[config.mk]
export PLATFORM = sky130hd
export DESIGN_NAME = agenda_move_asteroides
export DESIGN_NICKNAME = d
export VERILOG_FILES = /design/src/rtl/agenda_move_asteroides.sv
export SDC_FILE = /design/constraint.sdc
export NUM_CORES = 1
export LEC_CHECK = 0
export CAP_MARGIN = 20
export CORE_ASPECT_RATIO = 1.5
export CORE_UTILIZATION = 46
export DETAILED_ROUTE_END_ITERATION = 10
export PLACE_DENSITY = 0.74
export RECOVER_POWER = 25
export SLEW_MARGIN = 20
export SYNTH_ARGS = -nofsm -noshare
export SYNTH_HDL_FRONTEND = slang
export SYNTH_SLANG_ARGS = --single-unit
[constraint.sdc]
create_clock -name clock -period 2 [get_ports clock]
set_clock_uncertainty 0.15 [all_clocks]
set_input_delay 0.5 -clock clock [delete_from_list [all_inputs] [get_ports clock]]
set_output_delay 0.5 -clock clock [all_outputs]
set_load 0.02 [all_outputs]
[src/rtl/agenda_move_asteroides.sv]
// Periodic scheduler for asteroid movement: issues one movement request per game tick and queues at most one late tick.
// Optional watchdog in AGUARDA is enabled by defining AGENDA_TIMEOUT_EN.
module agenda_move_asteroides #(
    parameter int PERIODO_TICK = 1000,
    parameter int TIMEOUT      = 64
) (
    input  logic       clock,
    input  logic       reset,
    input  logic       habilita,
    input  logic       movimentacao_concluida_aste,
    output logic       movimenta_aste,
    output logic       tick,
    output logic       overrun,
    output logic       erro_timeout,
    output logic [7:0] contagem_passos,
    output logic [3:0] contagem_overrun,
    output logic [4:0] db_estado_agenda
);

    localparam int CNT_W = $clog2(PERIODO_TICK);
    localparam logic [CNT_W-1:0] CNT_MAX = CNT_W'(PERIODO_TICK - 1);

    localparam logic [4:0] INICIAL     = 5'b00000;
    localparam logic [4:0] ESPERA_TICK = 5'b00001;
    localparam logic [4:0] SOLICITA    = 5'b00010;
    localparam logic [4:0] AGUARDA     = 5'b00011;
    localparam logic [4:0] CONCLUIDO   = 5'b00100;
    localparam logic [4:0] ERRO        = 5'b11111;

    logic [4:0]       estado_q, estado_d;
    logic [CNT_W-1:0] cnt_q, cnt_d;
    logic             pendente_q, pendente_d;
    logic             overrun_q, overrun_d;
    logic [7:0]       passos_q, passos_d;
    logic [3:0]       cont_ov_q, cont_ov_d;
    logic             tick_w;
    logic             timeout_w;
    logic             limpa_w;

    assign tick_w  = (cnt_q == CNT_MAX);
    // Flags are only cleared once the FSM has come to rest with the game stopped.
    assign limpa_w = (estado_q == INICIAL) && !habilita;

`ifdef AGENDA_TIMEOUT_EN
    localparam int WD_W = $clog2(TIMEOUT);
    localparam logic [WD_W-1:0] WD_MAX = WD_W'(TIMEOUT - 1);

    logic [WD_W-1:0] wd_q;
    logic            erro_q;

    assign timeout_w = (estado_q == AGUARDA) && (wd_q == WD_MAX);

    always_ff @(posedge clock or negedge reset) begin
        if (!reset) begin
            wd_q   <= '0;
            erro_q <= 1'b0;
        end else begin
            wd_q <= (estado_q == AGUARDA) ? wd_q + WD_W'(1) : '0;
            if (limpa_w)
                erro_q <= 1'b0;
            else if (timeout_w && !movimentacao_concluida_aste)
                erro_q <= 1'b1;
        end
    end

    assign erro_timeout = erro_q;
`else
    assign timeout_w    = 1'b0;
    assign erro_timeout = 1'b0;
`endif

    always_comb begin
        cnt_d      = '0;
        estado_d   = estado_q;
        pendente_d = pendente_q;
        overrun_d  = overrun_q;
        passos_d   = passos_q;
        cont_ov_d  = cont_ov_q;

        if (habilita)
            cnt_d = tick_w ? '0 : cnt_q + CNT_W'(1);

        case (estado_q)
            INICIAL: begin
                if (habilita)
                    estado_d = ESPERA_TICK;
            end
            ESPERA_TICK: begin
                if (!habilita) begin
                    estado_d = INICIAL;
                end else if (tick_w || pendente_q) begin
                    estado_d   = SOLICITA;
                    pendente_d = 1'b0;
                end
            end
            SOLICITA: begin
                estado_d = habilita ? AGUARDA : INICIAL;
            end
            // Never abandon a pass in progress, even when the game is stopped.
            AGUARDA: begin
                if (movimentacao_concluida_aste)
                    estado_d = CONCLUIDO;
                else if (timeout_w)
                    estado_d = ERRO;
            end
            CONCLUIDO: begin
                passos_d = passos_q + 8'd1;
                estado_d = habilita ? ESPERA_TICK : INICIAL;
            end
            ERRO: begin
                if (!habilita)
                    estado_d = INICIAL;
            end
            default: estado_d = INICIAL;
        endcase

        // A tick that cannot be served now is queued once; any further one is lost.
        if (tick_w && (estado_q != ESPERA_TICK)) begin
            if (!pendente_q) begin
                pendente_d = 1'b1;
            end else begin
                overrun_d = 1'b1;
                if (cont_ov_q != 4'hF)
                    cont_ov_d = cont_ov_q + 4'd1;
            end
        end

        if (limpa_w) begin
            pendente_d = 1'b0;
            overrun_d  = 1'b0;
            cont_ov_d  = '0;
        end
    end

    always_ff @(posedge clock or negedge reset) begin
        if (!reset) begin
            estado_q   <= INICIAL;
            cnt_q      <= '0;
            pendente_q <= 1'b0;
            overrun_q  <= 1'b0;
            passos_q   <= '0;
            cont_ov_q  <= '0;
        end else begin
            estado_q   <= estado_d;
            cnt_q      <= cnt_d;
            pendente_q <= pendente_d;
            overrun_q  <= overrun_d;
            passos_q   <= passos_d;
            cont_ov_q  <= cont_ov_d;
        end
    end

    assign movimenta_aste   = (estado_q == SOLICITA);
    assign tick             = tick_w;
    assign overrun          = overrun_q;
    assign contagem_passos  = passos_q;
    assign contagem_overrun = cont_ov_q;
    assign db_estado_agenda = estado_q;

endmodule

==> results.cfg <==
[setup_path]
worstPathMaxFanout = 7
max_stage_delay_ns = 0.58
worstSetupEndpointType = register
critical_path_class = register to register
crit_arrival_ns = 2.12
cp_slowest_cell = or4b_4
crit_chain = ha_2 > nand3_2 > buf_6 > or4b_4 > or3_4 > a21oi_2
worstPathRequired_ns = 2.06
rrSetupSlack_ns = -0.06
startpoint_type = register

[routing]
drt-total-wl_um = 2910
antenna_left = 0
vias_per_cell = 5.25
drc = 0
first_iter_violations = 10
wl_per_cell_um = 13.4
dr.pass1.iters = 4
vias = 1140

[floorplan]
die_x_um = 46.5
num_rows = 23
dieArea_sq_um = 3200
ios = 25
die_h_um = 68.7
start_util = 0.500
core_area_sq_um = 2730

[logic_synthesis]
synth_top_area_frac = 0.495
synth.avg_cell_area_sq_um = 9.97
synth-seq-area-share = 0.495
yosysWarningCount = 0
yosys_most_used_dff = dfrtp_1
synth_cell_types = 41
synth-edff-count = 0
syn_inst = 137
netlist_area_sq_um = 1370
async_reset_ff_frac = 1.00
synth_top_cell_by_area = dfrtp_1
synth-seq-cells = 27
netlist_top_cells_area = dfrtp_1, xnor2_1, nand2_1, xor2_1, nor2_1

[pwr]
peakVddDrop_mv = 0.647
combPwrFrac = 0.336
sequentialPowerShare = 0.452
p_int_w = 0.000968
p_sw_frac = 0.327
p_leak_nw = 1.00
p_switching_w = 0.000469
p_per_area_nw_per_um2 = 767
clockPowerShare = 0.212
power_w = 0.00144

[place]
dp_hpwl_um = 2180
io_buffers = 21
place_inst = 211
gp_congestion = 0.755

[clock_tree]
insertion_delay_ns = 0.27
cts_tree = built
cts_buffer_depth = 2
cts_hold_buf = 0
cts-root-buf = clkbuf_8
cts_buffers = 3
ctsHtreeMaxLevel = 1
cts.reportedPaths.clkPinSlew_ns = 0.09
clock_sinks = 27

[run_status]
violations = negative setup slack
status = complete, but fails checks

[min_path]
worst_hold_path_type = register to register

[sta]
rsz0062_at_grt = true
tns_ns = -0.0947
period_share = 1.03
setup_violations = 2
slew_viol_final = 0
tightest_slew_ns = 0.671
fin_hold_ws_ns = 0.340
relSlewSlack = 0.553
min_period_ns = 2.06
fmax_ghz = 0.486
finalHoldViolations = 0
worst_slack_ns = -0.0596

[cells_and_area]
fillers = 212
final_cell_mix = dfrtp_1, buf_4, nand2_1
finalNonFillerCells = 217
nets = 188
drive_gt1_frac = 0.233
diodes = 0
area_growth_syn_to_layout_pct = 37.2
layout_commonest_cell = dfrtp_1

[global_routing]
antenna_found_initial = 0
grt_start_max_net_pins = 28
grt_pass1_wl_um = 4970
track_usage = 0.212
overflow = 0
grt_pass1_vias = 1188

[run]
drv_cap = 0
[Yosys cell counts, drive strengths merged (3+ instances only)]
master and instances:
xor2 5, ha 3, inv 7, nor2 11, nand2 12, and3 3
o21ai 3, xnor2 9, buf 5, nand3 8, or3 5, nor3 6
dfrtp 27
[critical path, delay by kind of cell, from the launching register on]
| family | cells | cell delay, ns |
|---|---|---|
| adders and majority gates | 1 | 0.19 |
| DFF | 1 | 0.36 |
| AOI/OAI and AO/OA | 1 | 0.11 |
| buffers and inverters | 1 | 0.13 |
| and+or+nand+nor | 3 | 1.07 |
[through the flow]
step | cell area [sq um] | util | worst slack [ns]
after global routing | 1870 | 0.686 | -0.122
after global placement | 1760 | 0.643 | -0.187
final | 1870 | 0.686 | -0.0596
after CTS | 1800 | 0.660 | -0.0674
after floorplan | 1390 | - | 0.00197
after detailed placement | 1760 | 0.643 | -0.218
[repair_timing]
item | 4_1_cts | 5_1_grt
pin swaps | 0 | 6
buffers inserted | 0 | 2
endpoints found under the setup margin | 9 | 14
gates cloned | 0 | 0
gates resized for setup | 11 | 17
[kinds of logic (layout without fill, tap and decap cells)]
kind of cell	count (synthesis)	in the layout	synth area share
AOI/OAI and AO/OA	16	16	0.0806
xor gates and xnor gates	14	14	0.0897
adders and majority gates	3	3	0.0275
buffers and inverters	14	55	0.0485
DFF	27	27	0.495
muxes	3	3	0.0229
other	1	3	0.00274
and+or+nand+nor	59	59	0.234
[layout make-up]
| type | count | area [sq um] | share of cell area |
|---|---|---|---|
| flip-flops and latches | 27 | 677 | 0.361 |
| well taps | 37 | 46.3 | 0.0247 |
| clock inverters | 1 | 5.00 | 0.00267 |
| inverters | 7 | 26.3 | 0.0140 |
| clock buffers | 3 | 41.3 | 0.0220 |
| multi-input cells | 98 | 677 | 0.361 |
| repair buffers | 44 | 402 | 0.214 |
[final timing paths]
path | from | endpoint | cells past startpoint
worst max-delay path | cnt_q[1] | contagem_overrun[1] | 6
worst min-delay path | contagem_passos[7] | contagem_passos[7] | 1
worst max register to register | cnt_q[1] | contagem_overrun[1] | 6
worst min register to register | contagem_passos[7] | contagem_passos[7] | 1
max in group asynchronous | reset | db_estado_agenda[0] | 2
min in group asynchronous | reset | contagem_overrun[3] | 2
[state kept, by name (all words and copies together), names as in the netlist]
register	flops
overrun	1
contagem_passos	8
pendente_q	1
db_estado_agenda	3
cnt_q	10
contagem_overrun	4
[power groups by stage]
stage	Clock, W	Combinational, W	Sequential (W)
finish	0.000305	0.000483	0.000649
floorplan	0	0.000218	0.000717
global placement	0	0.000481	0.000661
CTS	0.000312	0.000487	0.000652
global route	0.000331	0.000531	0.000662
detailed placement	0	0.000496	0.000662
[per-layer routing]
metal,track usage,vias up,share of wire
li1,-,555,-
met2,0.387,22,0.58
met4,0.0993,0,0.014
met1,0.243,557,0.38
met5,0,-,0
met3,0.0104,6,0.029
No activity file was read; power rests on OpenSTA's default activity.
